### src/rtl/adc_rd_pkg.sv
// Shared constants and state encoding for the ADC FIFO block reader.
package adc_rd_pkg;

  localparam int DOUT_W    = 32;
  localparam int BEATS     = 8;
  localparam int BLK_CNT_W = 16;

  typedef enum logic [1:0] {
    ST_IDLE  = 2'd0,
    ST_ARMED = 2'd1,
    ST_BLOCK = 2'd2
  } rd_state_e;

endpackage

### src/rtl/adc_fifo_block_reader_skid.sv
// Two-entry word skid: head is the word being sliced, tail is the prefetched next word.
module fifo_word_skid2 #(
  parameter int W = 256
) (
  input  logic         i_clk,
  input  logic         i_rst,
  input  logic         i_push,
  input  logic [W-1:0] i_push_data,
  input  logic         i_pop,
  output logic [W-1:0] o_head,
  output logic         o_head_valid,
  output logic [1:0]   o_count
);

  logic [W-1:0] r_head;
  logic [W-1:0] r_tail;
  logic [1:0]   r_count;
  logic         w_pop;

  assign w_pop = i_pop && (r_count != 2'd0);

  always_ff @(posedge i_clk or posedge i_rst) begin
    if (i_rst) begin
      r_head  <= '0;
      r_tail  <= '0;
      r_count <= 2'd0;
    end else begin
      case (r_count)
        2'd0: begin
          if (i_push) begin
            r_head  <= i_push_data;
            r_count <= 2'd1;
          end
        end
        2'd1: begin
          if (w_pop && i_push) begin
            r_head <= i_push_data;
          end else if (w_pop) begin
            r_count <= 2'd0;
          end else if (i_push) begin
            r_tail  <= i_push_data;
            r_count <= 2'd2;
          end
        end
        default: begin
          // Pop shifts tail into head; a same-cycle push refills the freed tail.
          if (w_pop) begin
            r_head <= r_tail;
            if (i_push) r_tail <= i_push_data;
            else        r_count <= 2'd1;
          end
        end
      endcase
    end
  end

  assign o_head       = r_head;
  assign o_head_valid = (r_count != 2'd0);
  assign o_count      = r_count;

  a_no_overflow : assert property (@(posedge i_clk) disable iff (i_rst)
    !(i_push && !i_pop && (r_count == 2'd2)));

endmodule

### src/rtl/adc_fifo_block_reader.sv
// Prefetches FIFO words into a 2-word skid and streams them as 32-bit beats,
// advertising a block only once every word of it is already reachable.
//
// state  | meaning
// IDLE   | waiting for a full block of words (FIFO + held)
// ARMED  | block available, o_pipe_ready high, waiting for first read
// BLOCK  | streaming beats until the block's last beat is read
module adc_fifo_block_reader
  import adc_rd_pkg::*;
#(
  parameter int DIN_W       = 256,
  parameter int CNT_W       = 7,
  parameter int BLOCK_WORDS = 16
) (
  input  logic                 i_clk,
  input  logic                 i_rst,
  output logic                 o_fifo_rd_en,
  input  logic                 i_fifo_empty,
  input  logic                 i_fifo_valid,
  input  logic [DIN_W-1:0]     i_fifo_data,
  input  logic [CNT_W-1:0]     i_fifo_rd_data_cnt,
  output logic                 o_pipe_ready,
  input  logic                 i_pipe_rd,
  output logic [DOUT_W-1:0]    o_pipe_data,
  output logic                 o_underrun,
  output logic [BLK_CNT_W-1:0] o_blocks_done
);

  localparam int K_W         = $clog2(BEATS);
  localparam int TOTAL_BEATS = BLOCK_WORDS * BEATS;
  localparam int BC_W        = $clog2(TOTAL_BEATS);
  localparam int OCC_W       = CNT_W + 2;

  rd_state_e              r_state;
  logic                   r_pipe_ready;
  logic                   r_underrun;
  logic [BLK_CNT_W-1:0]   r_blocks_done;
  logic [K_W-1:0]         r_k;
  logic [BC_W-1:0]        r_beat_cnt;
  logic                   r_inflight;

  logic [DIN_W-1:0]       w_head;
  logic                   w_head_valid;
  logic [1:0]             w_count;
  logic [OCC_W-1:0]       w_occ;
  logic                   w_arm;
  logic                   w_rd_en;
  logic                   w_take;
  logic                   w_last_k;
  logic                   w_pop;
  logic                   w_last_beat;

  fifo_word_skid2 #(.W(DIN_W)) u_skid (
    .i_clk        (i_clk),
    .i_rst        (i_rst),
    .i_push       (i_fifo_valid),
    .i_push_data  (i_fifo_data),
    .i_pop        (w_pop),
    .o_head       (w_head),
    .o_head_valid (w_head_valid),
    .o_count      (w_count)
  );

  // In-flight read is counted as held so the FIFO count lagging can only under-report.
  assign w_occ = OCC_W'(i_fifo_rd_data_cnt) + OCC_W'(w_count) + OCC_W'(r_inflight);
  assign w_arm = (w_occ >= OCC_W'(BLOCK_WORDS));

  assign w_rd_en = !i_rst && !i_fifo_empty && !r_inflight && (w_count < 2'd2);

  assign w_take      = i_pipe_rd && w_head_valid && (r_state != ST_IDLE);
  assign w_last_k    = (r_k == K_W'(BEATS - 1));
  assign w_pop       = w_take && w_last_k;
  assign w_last_beat = (r_beat_cnt == BC_W'(TOTAL_BEATS - 1));

  always_ff @(posedge i_clk or posedge i_rst) begin
    if (i_rst) begin
      r_inflight <= 1'b0;
    end else if (w_rd_en) begin
      r_inflight <= 1'b1;
    end else if (i_fifo_valid) begin
      r_inflight <= 1'b0;
    end
  end

  always_ff @(posedge i_clk or posedge i_rst) begin
    if (i_rst) begin
      r_state       <= ST_IDLE;
      r_pipe_ready  <= 1'b0;
      r_underrun    <= 1'b0;
      r_blocks_done <= '0;
      r_k           <= '0;
      r_beat_cnt    <= '0;
    end else begin
      if (i_pipe_rd && !w_take) r_underrun <= 1'b1;
      if (w_take) r_k <= w_last_k ? '0 : r_k + 1'b1;
      case (r_state)
        ST_IDLE: begin
          if (w_arm) begin
            r_state      <= ST_ARMED;
            r_pipe_ready <= 1'b1;
          end
        end
        ST_ARMED: begin
          if (w_take) begin
            r_state      <= ST_BLOCK;
            r_pipe_ready <= 1'b0;
            r_beat_cnt   <= BC_W'(1);
          end
        end
        ST_BLOCK: begin
          if (w_take) begin
            if (w_last_beat) begin
              r_state       <= ST_IDLE;
              r_beat_cnt    <= '0;
              r_blocks_done <= r_blocks_done + 1'b1;
            end else begin
              r_beat_cnt <= r_beat_cnt + 1'b1;
            end
          end
        end
        default: begin
          r_state      <= ST_IDLE;
          r_pipe_ready <= 1'b0;
        end
      endcase
    end
  end

  assign o_fifo_rd_en  = w_rd_en;
  assign o_pipe_ready  = r_pipe_ready;
  assign o_pipe_data   = w_head[r_k*DOUT_W +: DOUT_W];
  assign o_underrun    = r_underrun;
  assign o_blocks_done = r_blocks_done;

endmodule

### config.mk
export PLATFORM = sky130hd
export DESIGN_NAME = adc_fifo_block_reader
export DESIGN_NICKNAME = d
export VERILOG_FILES = /design/src/rtl/adc_rd_pkg.sv /design/src/rtl/adc_fifo_block_reader_skid.sv /design/src/rtl/adc_fifo_block_reader.sv
export SDC_FILE = /design/constraint.sdc
export NUM_CORES = 1
export LEC_CHECK = 0
export CAP_MARGIN = 20
export CELL_PAD_IN_SITES_DETAIL_PLACEMENT = 2
export CELL_PAD_IN_SITES_GLOBAL_PLACEMENT = 2
export CORE_AREA = 5 5 258 260
export DETAILED_ROUTE_END_ITERATION = 8
export DIE_AREA = 0 0 263 265
export PLACE_DENSITY_LB_ADDON = 0.1
export RECOVER_POWER = 100
export SYNTH_ARGS = -nofsm -noshare
export SYNTH_HDL_FRONTEND = slang
export SYNTH_SLANG_ARGS = --single-unit
### constraint.sdc
create_clock -name i_clk -period 31.8 [get_ports i_clk]
set_clock_uncertainty 0.2 [all_clocks]
set_input_delay 6.36 -clock i_clk [delete_from_list [all_inputs] [get_ports i_clk]]
set_output_delay 6.36 -clock i_clk [all_outputs]
set_load 0.02 [all_outputs]
==> impl_metrics.csv, run 1 <==
group,metric,value,unit
synthesis,ys_ff_latch,545,
layout,stdcell_area,0.0309,sq mm
worst_setup_path,crit_path_start_kind,"input port",
power,ir_worst_vdd,0.0705,mV
worst_setup_path,cp_cell_sequence,"dlygate4sd3_1 > o21a_1 > o211ai_1 > ha_1 > nor3b_1 > clkbuf_1 > mux2_2",
synthesis,synth_compound_area_share,13.2,%
floorplan,die_w,263,um
synthesis,syn-cell-area,0.0252,sq mm
floorplan,dieArea,0.0697,sq mm
synthesis,synth-xor-area-share,0.520,%
timing,fin_ws,14990,ps
worst_setup_path,r2r_cells,8,
min_path,worstHoldPathType,"register to register",
layout,num-nets-final,2686,
layout,nFillCells,6191,
detailed_routing,vias_per_cell,5.80,
detailed_routing,wl_per_cell,27.9,um
clock_tree,hold_buffers,0,
synthesis,syn_inst,2184,
global_route,grt_first_pass_wirelength,139000,um
timing,slew_viol_final,927,
min_path,hold_end,"o_underrun$_DFFE_PP0P_",
detailed_routing,num_vias,19200,
clock_tree,cts_buffers,66,
global_route,grt_max_degree,251,
timing,rsz0062_at_grt,"false",
min_path,worst_hold_startpoint,"o_underrun$_DFFE_PP0P_",
synthesis,synth.mux.area_fraction,18.6,%
timing,period_share,52.9,%
timing,period_minus_slack,16810,ps
min_path,holdPathStages,1,
global_route,grt_remaining_overflow,0,
worst_setup_path,critical_path.slowest_cell,"clkbuf_1",
synthesis,async_reset_ff_share,100,%
place,place.gp.congestion,0.860,
run,maxCapViolCount,11,
worst_setup_path,path_max_fanout,173,
timing,tightest_slew,10730,ps
timing,setup_viol,0,
floorplan,core,0.0639,sq mm
clock_tree,post-cts-setup-buffer-count,0,
worst_setup_path,path_class,"input port to register",
place,portBuffers,318,
worst_setup_path,rrSetupSlack,16650,ps
synthesis,ys_seq_area_share,54.0,%
floorplan,row_count,93,
floorplan,die_y,265,um
layout,drive_above_1_share,19.1,%
run_status,violations,"capacitance limit, slew limit",
clock_tree,cts-root-buf,"clkbuf_16",
global_route,first_global_vias,21400,
timing,totalNegativeSetupSlack,0,ps
worst_setup_path,r2r_start,"r_k[0]$_DFFE_PP0P_",
detailed_routing,wirelength,92600,um
power,powerDensity,112,mW/mm^2
place,placed_cell_area,0.0289,sq mm
worst_setup_path,crit_family,"buffers and inverters",
clock_tree,clockBufferDepth,3,
floorplan,start_util,39.5,%
clock_tree,h-tree-depth,3,
clock_tree,cts.sink_count,545,
clock_tree,clk_latency,590,ps
detailed_routing,drtPass1Iterations,5,
synthesis,yosysWarnings,0,
worst_setup_path,cpPeakStageDelay,7360,ps
worst_setup_path,path_buf_inv,2,
synthesis,synth_edf_count,0,
floorplan,ios,319,
detailed_routing,post-route-drc-count,0,
place,place_hpwl,60800,um
timing,relSlewSlack,-615,%
place,post-place-ws,17320,ps
layout,multi_input_area,0.0107,sq mm
worst_setup_path,arrival,17100,ps
power,p_leak,0.0128,uW
detailed_routing,first_iter_violations,1325,
detailed_routing,antenna_left,0,
layout,final-seq-area,0.0136,sq mm
timing,hold_viol,0,
synthesis,synth_nets,2460,
worst_setup_path,crit_required,32090,ps
synthesis,avgSynthCellArea,11.6,sq um
worst_setup_path,r2r-end,"u_skid.r_tail[216]$_DFFE_PP0P_",
synthesis,synth_fa_ha_area_share,0.456,%
power,finalPower,3470,uW
synthesis,yosys.area_share.simple,9.74,%
global_route,track_usage,25.9,%
run_status,status,"finished with violations",
synthesis,synth_top_flop_cell,"dfrtp_1",
clock_tree,cts_tree,"yes",
clock_tree,clk_pin_slew,50,ps
clock_tree,cts_resized,0,
layout,area_delta_synth_final,22.5,%
timing,fmax,0.0595,GHz
synthesis,synth_top_family_by_area,"multiplexers",
global_route,antenna_found_initial,25,
synthesis,synth_cell_types,53,
worst_setup_path,setup.worst_path.end_class,"register",
[through the flow]
stage,instances,util (%),hold WS (ps)
floorplan,2184,-,245
global route,3315,48.4,308
global placement,3194,45.3,250
finish,3320,48.4,275
CTS,3302,48.5,276
detailed placement,3194,45.3,253
[logic make-up after synthesis]
kind of cell	after synthesis
buffers and inverters	194
XOR/XNOR	15
adder cells (fa/ha/maj)	8
multiplexers	354
AO/OA/AOI/OAI	569
flip-flops	545
AND/OR/NAND/NOR	499
[worst max path at each step]
stage / cells after the start / start / slack [ps] / endpoint
floorplan: 1 / i_rst / 10000 / o_blocks_done[0]$_DFFE_PP0P_
global placement: 3 / i_rst / 17310 / o_fifo_rd_en
detailed placement: 3 / i_rst / 17320 / o_fifo_rd_en
CTS: 3 / i_rst / 17310 / o_fifo_rd_en
global route: 6 / i_rst / 12980 / u_skid.o_head[134]$_DFFE_PP0P_
finish: 7 / i_pipe_rd / 14990 / u_skid.r_tail[216]$_DFFE_PP0P_
[sequential cells by signal (all words and copies together) (netlist names)]
| register | flops |
|---|---|
| u_skid.o_head | 256 |
| u_skid.r_tail | 256 |
| o_blocks_done | 16 |
| r_beat_cnt | 7 |
| r_k | 3 |
| r_state | 2 |
| u_skid.o_count | 2 |
| o_pipe_ready | 1 |
| o_underrun | 1 |
| r_inflight | 1 |
[cell type report]
class / count / area share, %
Antenna cell: 15 / 0.121
Clock buffer: 100 / 6.55
Clock inverter: 8 / 0.154
Inverter: 10 / 0.142
Multi-Input combinational cell: 1445 / 34.6
Sequential cell: 545 / 44.1
Tap cell: 855 / 3.46
Timing Repair Buffer: 342 / 10.8
[routing by layer]
| metal | routed length, um | track usage (%) | vias up |
|---|---|---|---|
| li1 | - | - | 8326 |
| met1 | 42300 | 37.7 | 10300 |
| met2 | 43100 | 40.4 | 456 |
| met3 | 4940 | 4.52 | 112 |
| met4 | 2150 | 7.06 | 10 |
| met5 | 73 | 0 | - |
[Yosys cell counts (2+ instances only)]
library cell	count	share of area, %
o21ai_1	2	0.040
nand4_1	5	0.12
mux2_2	290	13
buf_4	26	0.77
a211oi_1	2	0.059
a22oi_1	64	1.9
ha_1	6	0.30
o21ai_0	265	5.3
nor4_1	2	0.050
a21o_1	2	0.059
a21oi_1	19	0.38
a31oi_1	188	4.7
nor2_1	16	0.24
inv_1	10	0.15
buf_2	34	0.67
nand3_1	6	0.12
and2_1	186	4.6
clkbuf_1	117	1.7
xnor2_1	9	0.31
nor3_1	3	0.059
mux4_2	64	5.7
o22ai_1	13	0.32
or2_2	2	0.050
buf_1	7	0.10
xor2_1	6	0.21
nand2_1	264	3.9
dfrtp_1	545	54
nand2b_1	5	0.12
fa_1	2	0.16
[cell usage in the layout (no fill, tap or decap), types with 8 or more instances in the layout]
master           instances
dfrtp_1                543
mux2_2                 288
o21ai_0                268
clkdlybuf4s50_1        265
nand2_1                264
a31oi_1                188
and2_1                 186
clkbuf_16               71
a22oi_1                 64
mux4_2                  64
dlygate4sd3_1           52
clkbuf_1                26
a21oi_1                 19
nor2_1                  16
diode_2                 15
clkbuf_8                14
o22ai_1                 13
buf_4                   11
xnor2_1                  9
inv_1                    8
[power by group]
part / leakage [uW] / internal (uW) / switching [uW]
Clock: 0.00103 / 437 / 300
Combinational: 0.00506 / 674 / 756
Sequential: 0.00669 / 1030 / 277
Power figures use the tool's default switching activity.
==> run 2, diff against run 1 <==
--- a/config.mk
+++ b/config.mk
@@ -8,9 +8,9 @@
 export CAP_MARGIN = 20
 export CELL_PAD_IN_SITES_DETAIL_PLACEMENT = 2
 export CELL_PAD_IN_SITES_GLOBAL_PLACEMENT = 2
-export CORE_AREA = 5 5 258 260
+export CORE_AREA = 5 5 279 281
 export DETAILED_ROUTE_END_ITERATION = 8
-export DIE_AREA = 0 0 263 265
+export DIE_AREA = 0 0 284 286
 export PLACE_DENSITY_LB_ADDON = 0.1
 export RECOVER_POWER = 100
 export SYNTH_ARGS = -nofsm -noshare
==> constraint.sdc (replaced) <==
create_clock -name i_clk -period 14.2 [get_ports i_clk]
set_clock_uncertainty 0.2 [all_clocks]
set_input_delay 2.84 -clock i_clk [delete_from_list [all_inputs] [get_ports i_clk]]
set_output_delay 2.84 -clock i_clk [all_outputs]
set_load 0.02 [all_outputs]
==> run 2 against run 1 <==
Effect of this change:
- the flow still finishes with violations (capacitance limit, slew limit)
- first-iteration DRC count down 26%
- largest cell class unchanged
- core utilization down 7.0 points
- final cell count up 3.8%
- sequential power up 120%
- worst hold slack worse by 22 ps
- total power up 120%
- count of clock-buffer cells in the layout up 8
- worst setup slack worse by 11000 ps
- sequential share of layout area down 0.34 points
- critical path type is now register to register
- wire length up 2.5%
- die area up 17%
- final area up 0.80%
==> impl_metrics.csv, run 2 (synthesized netlist as in run 1, its figures left out) <==
group,metric,value,unit
layout,final_cells,3445,
run_status,status,"finished with violations",
worst_setup_path,r2r-end,"u_skid.o_head[107]$_DFFE_PP0P_",
timing,totalNegativeSetupSlack,0,ps
global_route,antenna_found_initial,18,
worst_setup_path,crit_required,14400,ps
global_route,top_usage_layer,"met2",
worst_setup_path,cp_common_cell,"o21ai_0",
detailed_routing,wirelength,95000,um
timing,fmax,0.100,GHz
clock_tree,clk_pin_slew,60,ps
worst_setup_path,path_class,"register to register",
detailed_routing,drtPass1Iterations,4,
run,maxCapViolCount,13,
place,place_hpwl,63100,um
worst_setup_path,setup.worst_path.end_class,"register",
layout,final_cell_mix,"dfrtp_1, mux2_2, o21ai_0, clkdlybuf4s50_1, nand2_1",
clock_tree,cts-root-buf,"clkbuf_16",
min_path,holdPathStages,1,
worst_setup_path,cp_cell_sequence,"clkbuf_1 > ha_1 > ha_1 > o211ai_1 > o21ai_0 > o21ai_0 > clkbuf_1 > buf_4 > nand2_1 > o21ai_0",
worst_setup_path,r2r_start,"r_k[1]$_DFFE_PP0P_",
floorplan,start_util,33.6,%
timing,tightest_slew,3810,ps
layout,drive_above_1_share,19.2,%
timing,period_minus_slack,9980,ps
clock_tree,clk_latency,590,ps
timing,rsz0062_at_grt,"false",
clock_tree,cts_buffers,68,
clock_tree,hold_buffers,0,
min_path,hold_end,"o_underrun$_DFFE_PP0P_",
global_route,first_global_vias,21100,
global_route,gr-usage-met3,4.70,%
global_route,grt_remaining_overflow,0,
floorplan,die_y,286,um
clock_tree,h-tree-depth,3,
worst_setup_path,r2r_cells,10,
floorplan,row_count,101,
timing,hold_viol,0,
detailed_routing,post-route-drc-count,0,
timing,fin_ws,4220,ps
detailed_routing,first_iter_violations,981,
global_route,grt_max_degree,250,
detailed_routing,vias_per_cell,5.48,
timing,relSlewSlack,-154,%
global_route,use_met1,32.6,%
floorplan,core,0.0752,sq mm
run_status,violations,"capacitance limit, slew limit",
detailed_routing,wl_per_cell,27.6,um
detailed_routing,antenna_left,0,
clock_tree,post-cts-setup-buffer-count,0,
worst_setup_path,path_max_fanout,85,
worst_setup_path,cpPeakStageDelay,2730,ps
layout,layout_commonest_cell,"dfrtp_1",
min_path,worstHoldPathType,"register to register",
floorplan,ios,319,
worst_setup_path,critical_path.slowest_cell,"clkbuf_1",
power,ir_worst_vdd,0.193,mV
power,p_leak,0.0128,uW
place,post-place-ws,6540,ps
worst_setup_path,crit_path_start_kind,"register",
global_route,met2_usage,36.6,%
clock_tree,clockBufferDepth,3,
global_route,grt_first_pass_wirelength,142000,um
power,powerDensity,245,mW/mm^2
timing,period_share,70.3,%
floorplan,dieArea,0.0812,sq mm
min_path,worst_hold_startpoint,"o_underrun$_DFFE_PP0P_",
timing,holdWs,253,ps
worst_setup_path,rrSetupSlack,4220,ps
global_route,track_usage,23.0,%
place,portBuffers,318,
layout,num-nets-final,2688,
clock_tree,cts_tree,"yes",
clock_tree,cts.sink_count,545,
timing,setup_viol,0,
clock_tree,cts_resized,0,
floorplan,die_w,284,um
layout,utilization,41.5,%
detailed_routing,num_vias,18900,
timing,slew_viol_final,729,
layout,area_delta_synth_final,23.5,%
place,place_inst,3320,
place,place.gp.congestion,0.821,
worst_setup_path,arrival,10180,ps
run 2: cell count changes in the layout (fill, tap and decap cells not counted), sizes merged:
cell,delta
inv,-1
clkinv,-1
clkinvlp,+1
diode,-7
clkbuf,+8
bufinv,+2
run 2: worst max-delay path, delay by kind of cell, from the launching register on:
| kind | cells | cell delay, ps |
|---|---|---|
| and+or+nand+nor | 1 | 200 |
| DFF | 1 | 1120 |
| adders and majority gates | 2 | 800 |
| AOI/OAI and AO/OA | 4 | 2080 |
| buffers and inverters | 3 | 5240 |
run 2: worst max path at each step:
stage,depth (start not counted),end,start
after floorplan,1,o_blocks_done[0]$_DFFE_PP0P_,i_rst
after global placement,9,u_skid.r_tail[81]$_DFFE_PP0P_,i_pipe_rd
after detailed placement,9,u_skid.r_tail[84]$_DFFE_PP0P_,i_pipe_rd
after CTS,3,o_fifo_rd_en,i_rst
after global routing,5,u_skid.o_head[153]$_DFFE_PP0P_,i_rst
final,10,u_skid.o_head[107]$_DFFE_PP0P_,r_k[1]$_DFFE_PP0P_
run 2: area by class of cell:
type,instances,area (sq um)
antenna,8,20.0
clock buffer,108,2060
clock inverter,9,101
fill,7621,44000
inverter,10,43.8
multi-input combinational,1445,10700
sequential,545,13600
tap,978,1220
timing repair buffer,342,3370
run 2: per-layer routing:
layer / wire length, um / vias up
met3: 5170 / 100
met1: 43600 / 10100
met4: 1800 / 8
met2: 44300 / 381
met5: 61 / -
li1: - / 8316
run 2: metrics by stage:
| step | power (uW) | area, sq um |
|---|---|---|
| after global routing | 8100 | 31200 |
| after detailed placement | 6000 | 29100 |
| after floorplan | 4760 | 25200 |
| after CTS | 7760 | 31300 |
| after global placement | 5840 | 29100 |
| final | 7630 | 31200 |
run 2: power by group:
part	internal, uW	switching [uW]	total, uW
sequential	2290	542	2830
clock	1020	686	1710
combinational	1420	1670	3090
total	4730	2900	7630
